==> src/rtl/dispatcher_pkg.sv <==
// Shared types and helpers for the dispatcher slice.
// Latency: n/a (types, constants and pure functions only).
// Backpressure: n/a.
package dispatcher_pkg;

    localparam int DATA_W = 32;  // data / PC / immediate width
    localparam int ROB_W  = 4;   // ROB tag width; tag 0 means "value ready"
    localparam int OP_W   = 6;   // opcode width
    localparam int REG_W  = 5;   // architectural register index width

    // The top two opcode bits carry the instruction class.
    localparam logic [1:0] CLS_ALU = 2'b00;
    localparam logic [1:0] CLS_BR  = 2'b01;
    localparam logic [1:0] CLS_LD  = 2'b10;
    localparam logic [1:0] CLS_ST  = 2'b11;

    localparam logic [OP_W-1:0] OP_ADD = 6'h01;
    localparam logic [OP_W-1:0] OP_BEQ = 6'h10;
    localparam logic [OP_W-1:0] OP_LW  = 6'h20;
    localparam logic [OP_W-1:0] OP_SW  = 6'h30;

    typedef enum logic {
        ST_IDLE,
        ST_HOLD
    } state_e;

    // One source operand: either a value (id == 0) or a pending ROB tag.
    typedef struct packed {
        logic [DATA_W-1:0] dat;
        logic [ROB_W-1:0]  id;
    } opnd_t;

    // A decoded instruction with resolved sources; also the hold register.
    typedef struct packed {
        logic [OP_W-1:0]   opcode;
        logic [DATA_W-1:0] pc;
        logic [DATA_W-1:0] imm;
        opnd_t             r1;
        opnd_t             r2;
        logic [REG_W-1:0]  rd;
        logic              is_ls;
    } inst_t;

    // Registered outputs toward ROB, regfile rename port and RS/LSB.
    typedef struct packed {
        logic              rs_en;
        logic              lsb_en;
        logic              rob_en;
        logic              ren_en;
        logic [OP_W-1:0]   opcode;
        logic [DATA_W-1:0] pc;
        logic [DATA_W-1:0] imm;
        opnd_t             r1;
        opnd_t             r2;
        logic [ROB_W-1:0]  id;
        logic [REG_W-1:0]  rd;
    } out_t;

    function automatic logic is_ls_op(input logic [OP_W-1:0] op);
        return op[OP_W-1];
    endfunction

    // Branches and stores produce no register result.
    function automatic logic writes_rd(input logic [OP_W-1:0] op);
        return (op[OP_W-1:OP_W-2] == CLS_ALU) || (op[OP_W-1:OP_W-2] == CLS_LD);
    endfunction

    // Replace a pending tag with a broadcast value; CDB1 wins over CDB2.
    function automatic opnd_t cdb_capture(
        input opnd_t             op,
        input logic              c1_en,
        input logic [ROB_W-1:0]  c1_id,
        input logic [DATA_W-1:0] c1_dat,
        input logic              c2_en,
        input logic [ROB_W-1:0]  c2_id,
        input logic [DATA_W-1:0] c2_dat
    );
        opnd_t res;
        res = op;
        if (op.id != '0) begin
            if (c1_en && (c1_id == op.id)) begin
                res.dat = c1_dat;
                res.id  = '0;
            end else if (c2_en && (c2_id == op.id)) begin
                res.dat = c2_dat;
                res.id  = '0;
            end
        end
        return res;
    endfunction

endpackage

==> src/rtl/dispatcher_if.sv <==
// Issue bus from the dispatcher to the reservation station and load/store buffer.
// Latency: n/a (wires only). Ports: full flags in, issue strobes + shared payload out.
// Backpressure: RsFull_i / LsbFull_i mean the target cannot accept next cycle.
interface dispatcher_if;
    import dispatcher_pkg::*;

    logic              RsFull_i;
    logic              LsbFull_i;
    logic              RsEn_o;
    logic              LsbEn_o;
    logic [OP_W-1:0]   IssOpcode_o;
    logic [DATA_W-1:0] IssPc_o;
    logic [DATA_W-1:0] IssImm_o;
    logic [DATA_W-1:0] IssR1Data_o;
    logic [DATA_W-1:0] IssR2Data_o;
    logic [ROB_W-1:0]  IssR1Id_o;
    logic [ROB_W-1:0]  IssR2Id_o;
    logic [ROB_W-1:0]  IssId_o;

    modport master (
        input  RsFull_i, LsbFull_i,
        output RsEn_o, LsbEn_o, IssOpcode_o, IssPc_o, IssImm_o,
               IssR1Data_o, IssR2Data_o, IssR1Id_o, IssR2Id_o, IssId_o
    );

    modport slave (
        output RsFull_i, LsbFull_i,
        input  RsEn_o, LsbEn_o, IssOpcode_o, IssPc_o, IssImm_o,
               IssR1Data_o, IssR2Data_o, IssR1Id_o, IssR2Id_o, IssId_o
    );
endinterface

==> src/rtl/dispatcher_operand_resolve.sv <==
// Resolves one source operand: x0 -> 0, committed regfile value, ready ROB value, CDB bypass, else tag.
// Latency: combinational. Ports: register index, regfile data/tag, ROB data/ready, two CDBs in; operand out.
// Backpressure: none.
module dispatcher_operand_resolve
    import dispatcher_pkg::*;
(
    input  logic [REG_W-1:0]  idx_i,
    input  logic [DATA_W-1:0] reg_dat_i,
    input  logic [ROB_W-1:0]  reg_id_i,
    input  logic              rob_rdy_i,
    input  logic [DATA_W-1:0] rob_dat_i,
    input  logic              cdb1_en_i,
    input  logic [ROB_W-1:0]  cdb1_id_i,
    input  logic [DATA_W-1:0] cdb1_dat_i,
    input  logic              cdb2_en_i,
    input  logic [ROB_W-1:0]  cdb2_id_i,
    input  logic [DATA_W-1:0] cdb2_dat_i,
    output opnd_t             opnd_o
);

    opnd_t pending;

    always_comb begin
        pending     = '0;
        pending.id  = reg_id_i;
        opnd_o      = '0;
        if (idx_i != '0) begin
            if (reg_id_i == '0) begin
                opnd_o.dat = reg_dat_i;
            end else if (rob_rdy_i) begin
                opnd_o.dat = rob_dat_i;
            end else begin
                // Unresolved operands carry data 0 alongside the tag.
                opnd_o = cdb_capture(pending, cdb1_en_i, cdb1_id_i, cdb1_dat_i,
                                     cdb2_en_i, cdb2_id_i, cdb2_dat_i);
            end
        end
    end

endmodule

==> src/rtl/dispatcher.sv <==
// Dispatcher: allocates a ROB entry, resolves sources, renames rd and issues to RS or LSB.
// Latency: 1 cycle from accepted decode to issue strobes; ports: decoder, regfile, ROB, CDB x2, issue bus (iss).
// Backpressure: RS/LSB/ROB full parks the instruction in a hold register (Stall_o) that keeps snooping the CDBs.
module dispatcher
    import dispatcher_pkg::*;
(
    input  logic              clk,
    input  logic              rst,
    input  logic              rdy,
    input  logic              clr_i,
    input  logic              DecEn_i,
    input  logic [OP_W-1:0]   DecOpcode_i,
    input  logic [DATA_W-1:0] DecPc_i,
    input  logic [DATA_W-1:0] DecImm_i,
    input  logic [REG_W-1:0]  DecRs1_i,
    input  logic [REG_W-1:0]  DecRs2_i,
    input  logic [REG_W-1:0]  DecRd_i,
    input  logic              DecIsLS_i,
    output logic              Stall_o,
    output logic [REG_W-1:0]  RegR1Addr_o,
    output logic [REG_W-1:0]  RegR2Addr_o,
    input  logic [DATA_W-1:0] RegR1Data_i,
    input  logic [DATA_W-1:0] RegR2Data_i,
    input  logic [ROB_W-1:0]  RegR1Id_i,
    input  logic [ROB_W-1:0]  RegR2Id_i,
    output logic [ROB_W-1:0]  RobQ1Id_o,
    output logic [ROB_W-1:0]  RobQ2Id_o,
    input  logic              RobQ1Rdy_i,
    input  logic              RobQ2Rdy_i,
    input  logic [DATA_W-1:0] RobQ1Data_i,
    input  logic [DATA_W-1:0] RobQ2Data_i,
    input  logic              RobFull_i,
    input  logic [ROB_W-1:0]  RobFreeId_i,
    input  logic              cdb1En_i,
    input  logic [ROB_W-1:0]  cdb1Id_i,
    input  logic [DATA_W-1:0] cdb1Data_i,
    input  logic              cdb2En_i,
    input  logic [ROB_W-1:0]  cdb2Id_i,
    input  logic [DATA_W-1:0] cdb2Data_i,
    output logic              RobEn_o,
    output logic [OP_W-1:0]   RobOpcode_o,
    output logic [REG_W-1:0]  RobRd_o,
    output logic [DATA_W-1:0] RobPc_o,
    output logic              RegRenEn_o,
    output logic [REG_W-1:0]  RegRenAddr_o,
    output logic [ROB_W-1:0]  RegRenId_o,
    dispatcher_if.master      iss
);

    state_e state_q, state_d;
    inst_t  hold_q, hold_d;
    out_t   out_q, out_d;

    opnd_t  r1_res, r2_res;
    inst_t  dec_inst;
    inst_t  snoop_inst;
    inst_t  cand;
    logic   ok_dec, ok_hold, do_issue;

    // Regfile and ROB lookups are purely combinational from the decoder fields.
    assign RegR1Addr_o = DecRs1_i;
    assign RegR2Addr_o = DecRs2_i;
    assign RobQ1Id_o   = RegR1Id_i;
    assign RobQ2Id_o   = RegR2Id_i;

    dispatcher_operand_resolve u_res1 (
        .idx_i(DecRs1_i), .reg_dat_i(RegR1Data_i), .reg_id_i(RegR1Id_i),
        .rob_rdy_i(RobQ1Rdy_i), .rob_dat_i(RobQ1Data_i),
        .cdb1_en_i(cdb1En_i), .cdb1_id_i(cdb1Id_i), .cdb1_dat_i(cdb1Data_i),
        .cdb2_en_i(cdb2En_i), .cdb2_id_i(cdb2Id_i), .cdb2_dat_i(cdb2Data_i),
        .opnd_o(r1_res)
    );

    dispatcher_operand_resolve u_res2 (
        .idx_i(DecRs2_i), .reg_dat_i(RegR2Data_i), .reg_id_i(RegR2Id_i),
        .rob_rdy_i(RobQ2Rdy_i), .rob_dat_i(RobQ2Data_i),
        .cdb1_en_i(cdb1En_i), .cdb1_id_i(cdb1Id_i), .cdb1_dat_i(cdb1Data_i),
        .cdb2_en_i(cdb2En_i), .cdb2_id_i(cdb2Id_i), .cdb2_dat_i(cdb2Data_i),
        .opnd_o(r2_res)
    );

    always_comb begin
        dec_inst        = '0;
        dec_inst.opcode = DecOpcode_i;
        dec_inst.pc     = DecPc_i;
        dec_inst.imm    = DecImm_i;
        dec_inst.r1     = r1_res;
        dec_inst.r2     = r2_res;
        dec_inst.rd     = DecRd_i;
        dec_inst.is_ls  = DecIsLS_i;

        // Held operands after this cycle's CDB broadcasts; used both to
        // update the hold register and as bypassed data on release.
        snoop_inst    = hold_q;
        snoop_inst.r1 = cdb_capture(hold_q.r1, cdb1En_i, cdb1Id_i, cdb1Data_i,
                                    cdb2En_i, cdb2Id_i, cdb2Data_i);
        snoop_inst.r2 = cdb_capture(hold_q.r2, cdb1En_i, cdb1Id_i, cdb1Data_i,
                                    cdb2En_i, cdb2Id_i, cdb2Data_i);

        ok_dec  = !RobFull_i && (DecIsLS_i    ? !iss.LsbFull_i : !iss.RsFull_i);
        ok_hold = !RobFull_i && (hold_q.is_ls ? !iss.LsbFull_i : !iss.RsFull_i);
    end

    always_comb begin
        state_d      = state_q;
        hold_d       = hold_q;
        out_d        = out_q;
        out_d.rs_en  = 1'b0;
        out_d.lsb_en = 1'b0;
        out_d.rob_en = 1'b0;
        out_d.ren_en = 1'b0;
        do_issue     = 1'b0;
        cand         = dec_inst;

        case (state_q)
            ST_IDLE: begin
                if (DecEn_i) begin
                    if (ok_dec) begin
                        do_issue = 1'b1;
                    end else begin
                        hold_d  = dec_inst;
                        state_d = ST_HOLD;
                    end
                end
            end
            ST_HOLD: begin
                hold_d = snoop_inst;
                cand   = snoop_inst;
                if (ok_hold) begin
                    do_issue = 1'b1;
                    state_d  = ST_IDLE;
                end
            end
            default: state_d = ST_IDLE;
        endcase

        if (do_issue) begin
            out_d.rs_en  = !cand.is_ls;
            out_d.lsb_en = cand.is_ls;
            out_d.rob_en = 1'b1;
            out_d.ren_en = writes_rd(cand.opcode) && (cand.rd != '0);
            out_d.opcode = cand.opcode;
            out_d.pc     = cand.pc;
            out_d.imm    = cand.imm;
            out_d.r1     = cand.r1;
            out_d.r2     = cand.r2;
            out_d.id     = RobFreeId_i;
            out_d.rd     = writes_rd(cand.opcode) ? cand.rd : '0;
        end

        // Flush drops both the held instruction and anything presented now.
        if (clr_i) begin
            state_d = ST_IDLE;
            hold_d  = '0;
            out_d   = '0;
        end
    end

    always_ff @(posedge clk) begin
        if (rst) begin
            state_q <= ST_IDLE;
            hold_q  <= '0;
            out_q   <= '0;
        end else if (rdy) begin
            state_q <= state_d;
            hold_q  <= hold_d;
            out_q   <= out_d;
        end
    end

    assign Stall_o         = (state_q == ST_HOLD);
    assign RobEn_o         = out_q.rob_en;
    assign RobOpcode_o     = out_q.opcode;
    assign RobRd_o         = out_q.rd;
    assign RobPc_o         = out_q.pc;
    assign RegRenEn_o      = out_q.ren_en;
    assign RegRenAddr_o    = out_q.rd;
    assign RegRenId_o      = out_q.id;
    assign iss.RsEn_o      = out_q.rs_en;
    assign iss.LsbEn_o     = out_q.lsb_en;
    assign iss.IssOpcode_o = out_q.opcode;
    assign iss.IssPc_o     = out_q.pc;
    assign iss.IssImm_o    = out_q.imm;
    assign iss.IssR1Data_o = out_q.r1.dat;
    assign iss.IssR2Data_o = out_q.r2.dat;
    assign iss.IssR1Id_o   = out_q.r1.id;
    assign iss.IssR2Id_o   = out_q.r2.id;
    assign iss.IssId_o     = out_q.id;

endmodule

==> src/flat_wrapper.sv <==
// flat-port wrapper written by rule: the top's interface ports become plain ports
module dispatcher_flat import dispatcher_pkg::*;
  (clk, rst, rdy, clr_i, DecEn_i, DecOpcode_i, DecPc_i, DecImm_i, DecRs1_i, DecRs2_i, DecRd_i, DecIsLS_i, Stall_o, RegR1Addr_o, RegR2Addr_o, RegR1Data_i, RegR2Data_i, RegR1Id_i, RegR2Id_i, RobQ1Id_o, RobQ2Id_o, RobQ1Rdy_i, RobQ2Rdy_i, RobQ1Data_i, RobQ2Data_i, RobFull_i, RobFreeId_i, cdb1En_i, cdb1Id_i, cdb1Data_i, cdb2En_i, cdb2Id_i, cdb2Data_i, RobEn_o, RobOpcode_o, RobRd_o, RobPc_o, RegRenEn_o, RegRenAddr_o, RegRenId_o, iss_RsFull_i, iss_LsbFull_i, iss_RsEn_o, iss_LsbEn_o, iss_IssOpcode_o, iss_IssPc_o, iss_IssImm_o, iss_IssR1Data_o, iss_IssR2Data_o, iss_IssR1Id_o, iss_IssR2Id_o, iss_IssId_o);
  dispatcher_if iss_i ();
  input  logic clk;
  input  logic rst;
  input  logic rdy;
  input  logic clr_i;
  input  logic DecEn_i;
  input  logic [OP_W-1:0] DecOpcode_i;
  input  logic [DATA_W-1:0] DecPc_i;
  input  logic [DATA_W-1:0] DecImm_i;
  input  logic [REG_W-1:0] DecRs1_i;
  input  logic [REG_W-1:0] DecRs2_i;
  input  logic [REG_W-1:0] DecRd_i;
  input  logic DecIsLS_i;
  output logic Stall_o;
  output logic [REG_W-1:0] RegR1Addr_o;
  output logic [REG_W-1:0] RegR2Addr_o;
  input  logic [DATA_W-1:0] RegR1Data_i;
  input  logic [DATA_W-1:0] RegR2Data_i;
  input  logic [ROB_W-1:0] RegR1Id_i;
  input  logic [ROB_W-1:0] RegR2Id_i;
  output logic [ROB_W-1:0] RobQ1Id_o;
  output logic [ROB_W-1:0] RobQ2Id_o;
  input  logic RobQ1Rdy_i;
  input  logic RobQ2Rdy_i;
  input  logic [DATA_W-1:0] RobQ1Data_i;
  input  logic [DATA_W-1:0] RobQ2Data_i;
  input  logic RobFull_i;
  input  logic [ROB_W-1:0] RobFreeId_i;
  input  logic cdb1En_i;
  input  logic [ROB_W-1:0] cdb1Id_i;
  input  logic [DATA_W-1:0] cdb1Data_i;
  input  logic cdb2En_i;
  input  logic [ROB_W-1:0] cdb2Id_i;
  input  logic [DATA_W-1:0] cdb2Data_i;
  output logic RobEn_o;
  output logic [OP_W-1:0] RobOpcode_o;
  output logic [REG_W-1:0] RobRd_o;
  output logic [DATA_W-1:0] RobPc_o;
  output logic RegRenEn_o;
  output logic [REG_W-1:0] RegRenAddr_o;
  output logic [ROB_W-1:0] RegRenId_o;
  input wire logic [$bits(iss_i.RsFull_i)-1:0] iss_RsFull_i;
  input wire logic [$bits(iss_i.LsbFull_i)-1:0] iss_LsbFull_i;
  output wire logic [$bits(iss_i.RsEn_o)-1:0] iss_RsEn_o;
  output wire logic [$bits(iss_i.LsbEn_o)-1:0] iss_LsbEn_o;
  output wire logic [$bits(iss_i.IssOpcode_o)-1:0] iss_IssOpcode_o;
  output wire logic [$bits(iss_i.IssPc_o)-1:0] iss_IssPc_o;
  output wire logic [$bits(iss_i.IssImm_o)-1:0] iss_IssImm_o;
  output wire logic [$bits(iss_i.IssR1Data_o)-1:0] iss_IssR1Data_o;
  output wire logic [$bits(iss_i.IssR2Data_o)-1:0] iss_IssR2Data_o;
  output wire logic [$bits(iss_i.IssR1Id_o)-1:0] iss_IssR1Id_o;
  output wire logic [$bits(iss_i.IssR2Id_o)-1:0] iss_IssR2Id_o;
  output wire logic [$bits(iss_i.IssId_o)-1:0] iss_IssId_o;
  assign iss_i.RsFull_i = iss_RsFull_i;
  assign iss_i.LsbFull_i = iss_LsbFull_i;
  assign iss_RsEn_o = iss_i.RsEn_o;
  assign iss_LsbEn_o = iss_i.LsbEn_o;
  assign iss_IssOpcode_o = iss_i.IssOpcode_o;
  assign iss_IssPc_o = iss_i.IssPc_o;
  assign iss_IssImm_o = iss_i.IssImm_o;
  assign iss_IssR1Data_o = iss_i.IssR1Data_o;
  assign iss_IssR2Data_o = iss_i.IssR2Data_o;
  assign iss_IssR1Id_o = iss_i.IssR1Id_o;
  assign iss_IssR2Id_o = iss_i.IssR2Id_o;
  assign iss_IssId_o = iss_i.IssId_o;
  dispatcher u_core (.clk(clk), .rst(rst), .rdy(rdy), .clr_i(clr_i), .DecEn_i(DecEn_i), .DecOpcode_i(DecOpcode_i), .DecPc_i(DecPc_i), .DecImm_i(DecImm_i), .DecRs1_i(DecRs1_i), .DecRs2_i(DecRs2_i), .DecRd_i(DecRd_i), .DecIsLS_i(DecIsLS_i), .Stall_o(Stall_o), .RegR1Addr_o(RegR1Addr_o), .RegR2Addr_o(RegR2Addr_o), .RegR1Data_i(RegR1Data_i), .RegR2Data_i(RegR2Data_i), .RegR1Id_i(RegR1Id_i), .RegR2Id_i(RegR2Id_i), .RobQ1Id_o(RobQ1Id_o), .RobQ2Id_o(RobQ2Id_o), .RobQ1Rdy_i(RobQ1Rdy_i), .RobQ2Rdy_i(RobQ2Rdy_i), .RobQ1Data_i(RobQ1Data_i), .RobQ2Data_i(RobQ2Data_i), .RobFull_i(RobFull_i), .RobFreeId_i(RobFreeId_i), .cdb1En_i(cdb1En_i), .cdb1Id_i(cdb1Id_i), .cdb1Data_i(cdb1Data_i), .cdb2En_i(cdb2En_i), .cdb2Id_i(cdb2Id_i), .cdb2Data_i(cdb2Data_i), .RobEn_o(RobEn_o), .RobOpcode_o(RobOpcode_o), .RobRd_o(RobRd_o), .RobPc_o(RobPc_o), .RegRenEn_o(RegRenEn_o), .RegRenAddr_o(RegRenAddr_o), .RegRenId_o(RegRenId_o), .iss(iss_i));
endmodule
==> config.mk <==
export PLATFORM = sky130hd
export DESIGN_NAME = dispatcher_flat
export DESIGN_NICKNAME = d
export VERILOG_FILES = /design/src/rtl/dispatcher_pkg.sv /design/src/rtl/dispatcher_if.sv /design/src/rtl/dispatcher_operand_resolve.sv /design/src/rtl/dispatcher.sv /design/src/flat_wrapper.sv
export SDC_FILE = /design/constraint.sdc
export NUM_CORES = 1
export LEC_CHECK = 0
export BUFFER_PORTS_ARGS = -buffer_cell sky130_fd_sc_hd__buf_4
export CAP_MARGIN = 40
export CORE_MARGIN = 8
export CORE_UTILIZATION = 45
export DETAILED_ROUTE_END_ITERATION = 7
export HOLD_SLACK_MARGIN = 0.08
export PLACE_DENSITY = 0.71
export SETUP_SLACK_MARGIN = 0.4
export SYNTH_ARGS = -nofsm -noshare
export SYNTH_HDL_FRONTEND = slang
export SYNTH_SLANG_ARGS = --single-unit
export TNS_END_PERCENT = 5
==> constraint.sdc <==
create_clock -name clk -period 3.44 [get_ports clk]
set_clock_uncertainty 0.2 [all_clocks]
set_input_delay 0.688 -clock clk [delete_from_list [all_inputs] [get_ports clk]]
set_output_delay 0.688 -clock clk [all_outputs]
set_load 0.01 [all_outputs]
=== Word-level counts from Yosys, hierarchy flattened ===
Index checks and enable logic that the tools add are counted.
Widths: inputs -> output; s select.

* Flip-flop bits (word level): 304
* Bits in latches: 0
* RAM bits: 0
* Memory bits (read-only): 0
* Input bits: 310
* Output and inout bits: 221
* Word-level logic and storage cells: 107
* Memories: 0

* Add/sub/neg operators: 0
* Multipliers: 0
* Divide/modulo/power cells: 0
* Magnitude comparators: 0
* Equal/unequal tests: 12
* Shifts and indexed selects: 0
* Muxes and demuxes: 41
* Bitwise gates (word level): 1
* Reduce and logical (&&, ||, !) cells: 30

{| class="wikitable"
|+ Operators by type and width
! operator !! number
|-
| $mux 148 || 4
|-
| $mux 36 || 14
|-
| $mux 155 || 2
|-
| $pmux 148 s2 || 1
|-
| $mux 32 || 4
|-
| $eq 4x4->1 || 8
|-
| $mux 4 || 4
|-
| $reduce_bool 4->1 || 4
|-
| $reduce_bool 5->1 || 3
|-
| $logic_and 1x1->1 || 11
|-
| $mux 1 || 9
|-
| $logic_not 4->1 || 2
|-
| $ne 3x3->1 const B || 2
|-
| $mux 5 || 1
|-
| $logic_not 1->1 || 4
|-
| $pmux 1 s2 || 2
|-
| $reduce_and 4->1 || 1
|-
| $reduce_and 3->1 || 1
|-
| $eq 2x2->1 const B || 1
|-
| $logic_not 2->1 || 1
|-
| $ne 2x2->1 const B || 1
|-
| $reduce_and 2->1 || 1
|-
| $reduce_bool 2->1 || 1
|-
| $logic_or 1x1->1 || 1
|-
| $not 1->1 || 1
|}

=== Logic depth before layout (Yosys ltp) ===
* Word-level depth: 14
* Gate-level depth with buffers: 9
* Mapped depth without buffers: 6

=== Cells and area by module ===
A second synthesis with hierarchy kept.

* Cells, all modules: 2,053
* Area total of the unflattened synthesis: 18,395.1 µm²

{| class="wikitable"
|+ By module, submodules not included
! module !! instances !! cells each !! area an instance (µm²) !! sequential area each (µm²)
|-
| dispatcher || 1 || 1,689 || 15,172.1 || 6,085.8
|-
| dispatcher_operand_resolve || 2 || 182 || 1,611.5 || 0.0
|}

=== Worst setup path before layout ===
OpenSTA, ideal clock, no wires.

* Path type: input -> register
* From: in RegR1Id_i[1]
* To: reg u_core.out_q, in the netlist u_core.iss.IssR1Data_o[17]
* Arrival: 2.261 ns
* Data required time: 3.123 ns
* Slack: 0.862 ns
* Stages on the path: 8
* Buffers on the path: 3
* Cells stage by stage: buf_2 or4_1 buf_2 buf_6 nand3_1 a31oi_1 a311o_1 a22o_1

* Word-level cells in the longest chain between the ends: 11
* Elaborated cells on any way between the ends: 15
* Classes of those cells: 2 x eq/ne; 9 x mux; 4 x reduce/logical

{| class="wikitable"
|+ RTL lines
! element !! line !! RTL
|-
| start, declared || flat_wrapper.sv:22 || <nowiki>input logic [ROB_W-1:0] RegR1Id_i;</nowiki>
|-
| $eq 4x4->1 || dispatcher_pkg.sv:84 || <nowiki>end else if (c2_en && (c2_id == op.id)) begin</nowiki>
|-
| $logic_and 1x1->1 || dispatcher_pkg.sv:84 ||
|-
| $mux 36 || dispatcher_pkg.sv:84 ||
|-
| $mux 36 || dispatcher_pkg.sv:81 || <nowiki>if (c1_en && (c1_id == op.id)) begin</nowiki>
|-
| $mux 36 || dispatcher_pkg.sv:80 || <nowiki>if (op.id != '0) begin</nowiki>
|-
| $mux 32 || dispatcher_operand_resolve.sv:30 || <nowiki>end else if (rob_rdy_i) begin</nowiki>
|-
| $mux 32 * || dispatcher_operand_resolve.sv:28 || <nowiki>if (reg_id_i == '0) begin</nowiki>
|-
| $mux 36 * || dispatcher_operand_resolve.sv:27 || <nowiki>if (idx_i != '0) begin</nowiki>
|-
| $mux 148 * || dispatcher.sv:115 || <nowiki>case (state_q)</nowiki>
|-
| $mux 155 * || dispatcher.sv:137 || <nowiki>if (do_issue) begin</nowiki>
|-
| $mux 155 * || dispatcher.sv:152 || <nowiki>if (clr_i) begin</nowiki>
|-
| end signal, assigned || dispatcher.sv:167 || <nowiki>out_q <= out_d;</nowiki>
|-
| end, declared || dispatcher.sv:52 || <nowiki>out_t out_q, out_d;</nowiki>
|}

Every way passes the cells marked *; elsewhere a longest branch is shown, timed or not. The select of a mux whose other input is x is not followed.
A chain may end at the register's enable or synchronous reset.

=== Worst setup path after layout ===
* From: reg u_core.state_q (netlist: u_core.Stall_o)
* To: reg u_core.out_q, in the netlist u_core.iss.IssR1Data_o[0]

* Word-level cells in the longest chain between the ends: 4
* Elaborated cells on any way between the ends: 7
* Classes of those cells: 4 x mux; 1 x bitwise; 2 x reduce/logical

{| class="wikitable"
|+ RTL lines
! element !! line !! RTL
|-
| start, declared || dispatcher.sv:50 || <nowiki>state_e state_q, state_d;</nowiki>
|-
| start signal, assigned || dispatcher.sv:165 || <nowiki>state_q <= state_d;</nowiki>
|-
| $not 1->1 || dispatcher.sv:115 ||
|-
| $pmux 1 s2 || dispatcher.sv:115 ||
|-
| $reduce_bool 2->1 (no line) || - ||
|-
| $reduce_and 2->1 (no line) || - ||
|}

Parallel ways exist; a longest one is shown, timed or not. The select of a mux whose other input is x is not followed.

==> results.md <==
- Outcome: finished, final reports clean
- WHS: 0.179 ns
- Critical R2R Launch: u_core.Stall_o
- Area grow syn2layout: 30.9%
- Main synth FF type: dfxtp_1
- Post-Layout Inst Area: 0.0214 sq mm
- Largest net degree at the start of global routing: 173
- Critical Path End Type: register
- Initial Util: 45.2%
- Crit Path Max Fanout: 172
- Peak VDD IR: 0.000358 V
- Synth Register Bits: 304
- Final Wtd Congestion: 0.958
- DRT Wirelength: 73.5 mm
- Gr ovfl total: 0
- Slew headroom: 44.4%
- Wire per inst: 24.9 microns
- Top-area cell type share of the netlist area: 37.2%
- Pwr per Cell Area: 417 mW/mm^2
- Post-layout minimum cycle time: 2.86 ns
- CTS clk-pin slew, worst paths: 0.06 ns
- CP Class: reg -> reg
- RSZ-0062 raised after global routing: no
- Syn avg cell area: 7.79 sq um
- Clk root buf: clkbuf_16
- Core Region: 0.0362 sq mm
- Post-CTS sizing: 0
- Post-Syn Instances: 2098
- Yosys synthesis warning count: 0
- Req. time, crit path: 3.67 ns
- CP Launch Type: register
- DR iter-0 viols: 2412
- Layout Utilization: 59.2%
- Vias per inst: 6.38
- Die H: 207 microns
- Min-delay worst type: in -> reg
- Clock insertion delay at the later pin of the skew report: 0.51 ns
- Leakage power: 8.84 nW
- Flop-to-flop setup slack: 0.58 ns
- Synth unique cells: 66
- Cts hold-fix bufs: 0
- Port bufs: 530
- Clock Sinks: 304
- Post-synth net total: 2408
- Hold path depth: 2
- Final nets: 2757
- Die area: 0.0427 sq mm
- Initial antenna violation count: 9
- Die width: 207 microns
- Fraction of layout cells with a size suffix above 1: 27.5%
- Final cycle utilization of the critical path: 83.1%
- DR DRC count: 0
- Synth top area cells: dfxtp_1 (37%), nor2_1 (5.4%), a22oi_1 (5.4%), a21oi_1 (5.3%), nand2_1 (4.8%)
- Max-Cap Viols: 0
- Area post-placement: 0.0202 sq mm
- CTS tree: built
- Vias in the first global route: 18100
- Maximum clock frequency: 0.350 GHz
- Critical Path AT: 3.09 ns
- DRT antenna net count: 0
- Clock Tree Buf Depth: 3
- GRT Total Usage: 32.3%
- Asr flop ratio synth: 0%
- Post-synth EDFFs: 0
- Vias: 18800
- FP Rows: 70
- HP Start: rst
- H-Tree Depth: 2
- DR pass1 iterations: 6
- Final setup violation count: 0
- Detailed Place HPWL: 49.6 mm
- I/O Pins: 531
- Final hold violations: 0
- Setup TNS: 0 ns
- Worst-Margin Slew: 0.834 ns
- Slew Viols, Final: 0
- First-pass GRT wire length: 109 mm
- Worst r2r path cells: 7
- TritonCTS Buffers: 36
- Critical R2R Capture: u_core.iss.IssR1Data_o[0]
- Post-Syn Area: 0.0164 sq mm
- Post-synthesis sequential area ratio: 37.2%
- Cell taking the most area after synthesis: dfxtp_1
- Post-CTS setup buffers: 0
- WHS Endpoint: u_core.Stall_o
- Final-layout fill cell count: 3257
## worst max path at each step
stage                   start                          to  slack (ns)  cells past startpoint
6_report       u_core.Stall_o   u_core.iss.IssR1Data_o[0]        0.58                      7
5_1_grt        u_core.Stall_o   u_core.iss.IssR1Data_o[0]        0.42                      7
4_1_cts        u_core.Stall_o   u_core.iss.IssR1Data_o[0]        0.55                      7
3_5_place_dp      DecRs1_i[1]  u_core.iss.IssR1Data_o[15]        0.26                      8
3_3_place_gp        DecIsLS_i   u_core.iss.IssR2Data_o[0]        0.14                      8
2_1_floorplan    RegR1Id_i[1]  u_core.iss.IssR1Data_o[17]        0.86                      8
## cell families (layout without fill, tap and decap cells)
logic type | count (synthesis) | count (layout) | share of synthesized area, %
muxes | 4 | 4 | 0.298
xor gates and xnor gates | 32 | 32 | 1.76
AOI/OAI and AO/OA | 716 | 716 | 30.6
buffers and inverters | 311 | 686 | 9.57
other | 0 | 10 | 0
and+or+nand+nor | 731 | 731 | 20.5
DFF | 304 | 304 | 37.2
## area by class of cell
class | instances | area, sq um | area share (%)
diodes | 10 | 25.0 | 0.117
clock buffers | 47 | 1010 | 4.73
clock inverters | 17 | 199 | 0.929
inverters | 35 | 131 | 0.614
multi-input cells | 1483 | 8800 | 41.1
flip-flops and latches | 304 | 6090 | 28.4
well taps | 468 | 586 | 2.73
repair buffers | 587 | 4570 | 21.3
## power by group
part	switching [mW]	total, mW	leakage, nW	internal (mW)
combinational	0.816	1.36	5.78	0.547
clock	1.55	3.93	0.603	2.38
sequential	0.0451	3.63	2.46	3.58
## layer usage
| layer | vias to the layer above | track usage, % | part of all wire [%] |
|---|---|---|---|
| met2 | 1325 | 49.8 | 45 |
| met3 | 229 | 7.21 | 11 |
| met1 | 8914 | 41.7 | 38 |
| met5 | - | 0 | 0 |
| li1 | 8365 | - | - |
| met4 | 0 | 17.2 | 4.9 |
## registers in the layout, indices dropped and copies added, names as in the netlist, 4 cells and up
register	count
u_core.hold_q	148
u_core.RobPc_o	32
u_core.iss.IssImm_o	32
u_core.iss.IssR1Data_o	32
u_core.iss.IssR2Data_o	32
u_core.RobOpcode_o	6
u_core.RegRenAddr_o	5
u_core.RegRenId_o	4
u_core.iss.IssR1Id_o	4
u_core.iss.IssR2Id_o	4
## cells in the final DEF (no fill, tap or decap), types with 28 or more instances in the layout
cell type,instances
nor2_1,234
o41ai_1,32
a211o_1,32
nand3_1,35
buf_4,574
a311oi_1,60
a221oi_1,29
dfxtp_1,303
o32a_1,28
a31oi_1,32
nor2b_1,76
a32oi_1,35
clkbuf_16,37
a22oi_1,117
nand4_1,38
nand2_1,208
nor3_1,94
inv_1,35
a21oi_1,174
o21ai_0,119
## through the flow
stage / total power [mW] / cells / worst slack, ns
CTS: 8.93 / 2941 / 0.552
finish: 8.92 / 2951 / 0.582
global placement: 4.99 / 2872 / 0.141
floorplan: 4.36 / 2098 / 0.862
global route: 9.20 / 2950 / 0.423
detailed placement: 5.03 / 2877 / 0.255
## Yosys cell counts, types with 2 or more instances
cell type and count:
a22oi_1 117, nand4_1 38, nor4_1 3, nand2_1 209, or2_1 3, nor3_1 94, a32oi_1 35, buf_6 8
buf_1 8, a22o_1 14, a311oi_1 60, nor3_2 2, nor2_1 236, o21ai_0 119, a222oi_1 5, a21o_1 6
or4_4 3, nand2b_1 7, nand3_1 36, o32a_1 28, o211ai_1 3, and2_1 5, nor2b_1 77, mux2_2 3
a311o_1 4, buf_4 72, a31oi_1 32, o311ai_0 2, inv_1 35, clkbuf_1 134, buf_2 54, and3_1 6
a211o_1 32, dfxtp_1 304, o41ai_1 32, a21oi_1 174, and4_1 2, or4_1 3, o21ai_1 9, xnor2_1 18
xor2_1 13, a221oi_1 29
## critical path, cell delays in order (launching register included)
cell      delay (ns)
dfxtp_4         0.53
buf_12          0.60
nand4_1         0.20
o22a_4          0.43
a221oi_1        0.37
a311oi_1        0.08
buf_4           0.17
o21ai_0         0.16
Power figures use the tool's default switching activity.
